**src/rtl/rf_pkg.sv**
```systemverilog
// Shared definitions for the register-file write-port arbiter.
package rf_pkg;

  localparam int DEF_DATA_W = 32;
  localparam int DEF_ADDR_W = 5;
  localparam int REG_ZERO   = 0;

  typedef enum logic {
    PRIO_A = 1'b0,
    PRIO_B = 1'b1
  } prio_t;

endpackage

```
**src/rtl/rf_req_slot.sv**
```systemverilog
// One-entry holding register for a writeback requester: full flag plus rd/data,
// loaded on accept and cleared on drain unless refilled in the same edge.
module rf_req_slot
  import rf_pkg::*;
#(
  parameter int DATA_W = DEF_DATA_W,
  parameter int ADDR_W = DEF_ADDR_W
) (
  input  logic              clk,
  input  logic              rst,
  input  logic              load,
  input  logic              drain,
  input  logic [ADDR_W-1:0] load_rd,
  input  logic [DATA_W-1:0] load_data,
  output logic              full,
  output logic [ADDR_W-1:0] rd,
  output logic [DATA_W-1:0] data
);

  // NOTE: state updates use non-blocking assignments so every flop samples pre-edge values.
  always_ff @(posedge clk or posedge rst) begin
    if (rst)        full <= 1'b0;
    else if (load)  full <= 1'b1;
    else if (drain) full <= 1'b0;
  end

  // NOTE: the payload has no reset; it is only observed while full is set.
  always_ff @(posedge clk) begin
    if (load) begin
      rd   <= load_rd;
      data <= load_data;
    end
  end

endmodule

```
**src/rtl/rf_write_arbiter.sv**
```systemverilog
// Round-robin sharing of the register-file write port between ALU (A) and load (B).
// Define RF_BYPASS_EN to forward the committing write onto data1/data2.
module rf_write_arbiter
  import rf_pkg::*;
#(
  parameter int DATA_W = DEF_DATA_W,
  parameter int ADDR_W = DEF_ADDR_W
) (
  input  logic              clk,
  input  logic              rst,
  input  logic              a_valid,
  output logic              a_ready,
  input  logic [ADDR_W-1:0] a_rd,
  input  logic [DATA_W-1:0] a_data,
  input  logic              b_valid,
  output logic              b_ready,
  input  logic [ADDR_W-1:0] b_rd,
  input  logic [DATA_W-1:0] b_data,
  output logic              wr_en,
  output logic [ADDR_W-1:0] wr_addr,
  output logic [DATA_W-1:0] wr_data,
  input  logic [ADDR_W-1:0] rs1,
  input  logic [ADDR_W-1:0] rs2,
  input  logic [DATA_W-1:0] rf_data1,
  input  logic [DATA_W-1:0] rf_data2,
  output logic [DATA_W-1:0] data1,
  output logic [DATA_W-1:0] data2,
  output logic              busy
);

  logic              a_full, b_full;
  logic [ADDR_W-1:0] a_slot_rd, b_slot_rd;
  logic [DATA_W-1:0] a_slot_data, b_slot_data;
  logic              grant_a, grant_b;
  logic [ADDR_W-1:0] sel_rd;
  logic [DATA_W-1:0] sel_data;
  prio_t             prio;

  rf_req_slot #(.DATA_W(DATA_W), .ADDR_W(ADDR_W)) u_slot_a (
    .clk       (clk),
    .rst       (rst),
    .load      (a_valid && a_ready),
    .drain     (grant_a),
    .load_rd   (a_rd),
    .load_data (a_data),
    .full      (a_full),
    .rd        (a_slot_rd),
    .data      (a_slot_data)
  );

  rf_req_slot #(.DATA_W(DATA_W), .ADDR_W(ADDR_W)) u_slot_b (
    .clk       (clk),
    .rst       (rst),
    .load      (b_valid && b_ready),
    .drain     (grant_b),
    .load_rd   (b_rd),
    .load_data (b_data),
    .full      (b_full),
    .rd        (b_slot_rd),
    .data      (b_slot_data)
  );

  // Grants depend only on slot flags and prio, so ready never loops back through valid.
  assign grant_a = a_full && (!b_full || prio == PRIO_A);
  assign grant_b = b_full && (!a_full || prio == PRIO_B);

  assign a_ready = !rst && (!a_full || grant_a);
  assign b_ready = !rst && (!b_full || grant_b);
  assign busy    = a_full || b_full;

  // NOTE: defaults first in always_comb so no path leaves an output unassigned (no latch).
  always_comb begin
    sel_rd   = a_slot_rd;
    sel_data = a_slot_data;
    if (grant_b) begin
      sel_rd   = b_slot_rd;
      sel_data = b_slot_data;
    end
  end

  always_ff @(posedge clk or posedge rst) begin
    if (rst) begin
      prio    <= PRIO_A;
      wr_en   <= 1'b0;
      wr_addr <= '0;
      wr_data <= '0;
    end else begin
      if (grant_a)      prio <= PRIO_B;
      else if (grant_b) prio <= PRIO_A;

      if (grant_a || grant_b) begin
        // A register-0 entry still uses its grant slot but never asserts the write.
        wr_en   <= (sel_rd != ADDR_W'(REG_ZERO));
        wr_addr <= sel_rd;
        wr_data <= sel_data;
      end else begin
        wr_en <= 1'b0;
      end
    end
  end

`ifdef RF_BYPASS_EN
  assign data1 = (wr_en && wr_addr == rs1 && rs1 != ADDR_W'(REG_ZERO)) ? wr_data : rf_data1;
  assign data2 = (wr_en && wr_addr == rs2 && rs2 != ADDR_W'(REG_ZERO)) ? wr_data : rf_data2;
`else
  logic unused_rs;
  assign unused_rs = ^{rs1, rs2};
  assign data1     = rf_data1;
  assign data2     = rf_data2;
`endif

endmodule

```
**config.mk**
```make
export PLATFORM = sky130hd
export DESIGN_NAME = rf_write_arbiter
export DESIGN_NICKNAME = d
export VERILOG_FILES = /design/src/rtl/rf_pkg.sv /design/src/rtl/rf_req_slot.sv /design/src/rtl/rf_write_arbiter.sv
export SDC_FILE = /design/constraint.sdc
export NUM_CORES = 1
export LEC_CHECK = 0
export BUFFER_PORTS_ARGS = -buffer_cell sky130_fd_sc_hd__buf_2
export CORE_MARGIN = 8
export CORE_UTILIZATION = 48
export CTS_CLUSTER_DIAMETER = 120
export DETAILED_ROUTE_END_ITERATION = 8
export PLACE_DENSITY_LB_ADDON = 0.12
export SYNTH_ARGS = -nofsm -noshare
export SYNTH_HDL_FRONTEND = slang
export SYNTH_SLANG_ARGS = --single-unit
```
**constraint.sdc**
```tcl
create_clock -name clk -period 5.65 [get_ports clk]
set_clock_uncertainty 0.2 [all_clocks]
set_input_delay 0.565 -clock clk [delete_from_list [all_inputs] [get_ports clk]]
set_output_delay 0.565 -clock clk [all_outputs]
set_load 0.01 [all_outputs]
```
==> impl_metrics.env <==
export IMPL_outcome="finished clean"
export IMPL_postCtsHoldBufs=0
export IMPL_num_vias=2792
export IMPL_tritoncts="yes"
export IMPL_io_pins=257
export IMPL_placed_cells=509
export IMPL_p_leak_nw=2.29
export IMPL_synth_seq_cells=115
export IMPL_via_per_inst=5.16
export IMPL_grtUsageTotal_pct=17.6
export IMPL_cts_htree_levels=4
export IMPL_hold_violations=0
export IMPL_critPathBufInv=2
export IMPL_power_density_nw_per_um2=434
export IMPL_routed_wirelength_microns=11400
export IMPL_yosysSeqAreaShare_pct=70.3
export IMPL_dr_pass1_iters=4
export IMPL_nFillCells=828
export IMPL_seq_area_sq_um=3250
export IMPL_crit_cells=3
export IMPL_crit_start="u_slot_b.full$_DFFE_PP0P_"
export IMPL_initial_core_util_pct=48.4
export IMPL_worst_pin_slew_ns=0.969
export IMPL_place_gp_congestion=0.758
export IMPL_dr_first_iter_drc_count=175
export IMPL_clkTransAtPathRegs_ns=0.06
export IMPL_worstPathCellList="nor2_4 -> inv_2 -> buf_2"
export IMPL_slowest_delay_ns=0.89
export IMPL_num_rows=36
export IMPL_rsz0062_at_grt="false"
export IMPL_muxShareOfSynthArea_pct=0
export IMPL_max_freq_mhz=300
export IMPL_syn_area_sq_um=4620
export IMPL_fin_crit_sh_pct=59.1
export IMPL_fin_nets=547
export IMPL_fin_crit_ns=3.34
export IMPL_ctsResizeCount=0
export IMPL_synth_warnings=0
export IMPL_synth_compound_area_share_pct=8.15
export IMPL_cp_max_fo=45
export IMPL_ant_nets=0
export IMPL_ir_drop_v=0.000197
export IMPL_cts_root_buffer="clkbuf_8"
export IMPL_final_cell_mix="118 x buf_2, 74 x edfxtp_1, 71 x nand2_1, 40 x dfrtp_1, 33 x a32oi_1"
export IMPL_synth_fa_ha_area_share_pct=0
export IMPL_grt_max_degree=46
export IMPL_dp_slack_ns=2.56
export IMPL_numCtsBuffers=17
export IMPL_post_drt_wl_per_cell_microns=21.1
export IMPL_post_route_worst_setup_slack_ns=2.31
export IMPL_start_kind="flip-flop"
export IMPL_dp_final_hpwl_microns=7680
export IMPL_portBuffers=118
export IMPL_areaGrowthSynthToFinish_pct=16.7
export IMPL_cp_arrival_ns=2.57
export IMPL_r2r_setup_slack_ns=3.21
export IMPL_final_common_cell="buf_2"
export IMPL_num_antenna_cells=0
export IMPL_worstSetupEndpoint="busy"
export IMPL_drc=0
export IMPL_rr_startpoint="u_slot_b.full$_DFFE_PP0P_"
export IMPL_synth_top_family_by_area="buffers and inverters"
export IMPL_grt_pass1_vias=3024
export IMPL_synthCells=337
export IMPL_total_power_w=0.00234
export IMPL_end_kind="output port"
export IMPL_worstPathRequired_ns=4.89
export IMPL_multi_input_area_sq_um=767
export IMPL_report_final_slew_viol_count=0
export IMPL_overflow=0
export IMPL_ys_types=26
export IMPL_min_path_type="primary input to flip-flop"
export IMPL_crit_type="flip-flop to output port"
export IMPL_cts_setup_buffers=0
export IMPL_postSynthAreaPerCell_sq_um=13.7
export IMPL_drive_above_1_share_pct=39.0
export IMPL_design_die_area_sq_um=13000
export IMPL_r2r_worst_path_cells=2
export IMPL_die_h_microns=114
export IMPL_slew_headroom_pct=35.4
export IMPL_final_util_pct=56.5
export IMPL_clock_path_buffers=2
export IMPL_clock_sinks=115
export IMPL_cpLargestDelayFamily="simple AND/OR/NAND/NOR gates"
export IMPL_grt_pass1_wl_microns=16900
export IMPL_antenna_found_initial=0
export IMPL_reg2reg_to="u_slot_a.data[24]$_DFFE_PP_"
export IMPL_critical_path_slowest_cell="nor2_4"
export IMPL_final_cell_count_no_fill=541
export IMPL_yosys_area_share_simple_pct=8.15
export IMPL_synth_fp_nets=489
export IMPL_drv_cap=0
export IMPL_setup_tns_ns=0
export IMPL_setup_violations=0
export IMPL_synth_xor_area_share_pct=0
export IMPL_clock_latency_ns=0.50
export IMPL_core_area_sq_um=9550
export IMPL_die_x_microns=114
-- kinds of logic after synthesis --
kind of cell / Yosys count
flip-flops: 115
buffers and inverters: 84
AO/OA/AOI/OAI: 47
AND/OR/NAND/NOR: 91
-- cells in the mapped netlist, drive strengths merged --
master,instances,area [sq um]
o31ai,1,7.51
and3,1,6.26
o21ai,5,25.0
a21oi,1,5.00
buf,79,601
nand3,5,25.0
edfxtp,74,2220
and2,1,6.26
dfrtp,41,1030
nor2b,1,6.26
clkbuf,2,7.51
a32oi,33,289
a31oi,5,31.3
inv,3,11.3
nand2,71,267
or4,2,15.0
nor3,1,5.00
nand2b,1,13.8
o21a,1,7.51
nor2,8,32.5
a21boi,1,11.3
-- power breakdown --
part	leakage [nW]	internal (W)	switching, W
clock	0.287	0.000678	0.000383
combinational	0.817	0.0000960	0.000143
sequential	1.19	0.000984	0.0000570
total	2.29	0.00176	0.000583
-- layout make-up --
class,instances,area share (%)
Inverter,3,0.209
Sequential cell,115,60.2
Tap cell,133,3.09
Clock inverter,14,3.27
Clock buffer,18,7.75
Multi-Input combinational cell,138,14.2
Timing Repair Buffer,120,11.2
-- through the flow --
step                instance area, sq um  hold WS (ns)
finish                              5390        0.0341
global route                        5390       0.00196
CTS                                 5390        0.0119
detailed placement                  4800         0.231
global placement                    4800         0.226
floorplan                           4620         0.222
-- registers in the layout, indices dropped and copies added (netlist names) --
register,cells
u_slot_a.data,32
u_slot_b.data,32
wr_data,32
u_slot_a.rd,5
u_slot_b.rd,5
wr_addr,5
prio,1
u_slot_a.full,1
u_slot_b.full,1
wr_en,1
-- worst min-delay path by stage --
stage	startpoint	to	slack (ns)	cells after the start
after detailed placement	u_slot_a.data[1]$_DFFE_PP_	wr_data[1]$_DFFE_PP0P_	0.23	2
after CTS	b_data[11]	u_slot_b.data[11]$_DFFE_PP_	0.01	1
after floorplan	u_slot_a.data[0]$_DFFE_PP_	wr_data[0]$_DFFE_PP0P_	0.22	2
after global placement	u_slot_a.data[1]$_DFFE_PP_	wr_data[1]$_DFFE_PP0P_	0.23	2
final	a_data[13]	u_slot_a.data[13]$_DFFE_PP_	0.03	1
after global routing	a_data[13]	u_slot_a.data[13]$_DFFE_PP_	0.002	1
-- metal layers --
layer	up-vias	share of wire, %	GRT usage (%)
li1	1269	-	-
met1	1325	37	18.5
met2	154	50	29.2
met3	44	9.7	8.28
met4	0	3.2	8.43
met5	-	0	0.830
(Power assumes the default switching activity.)
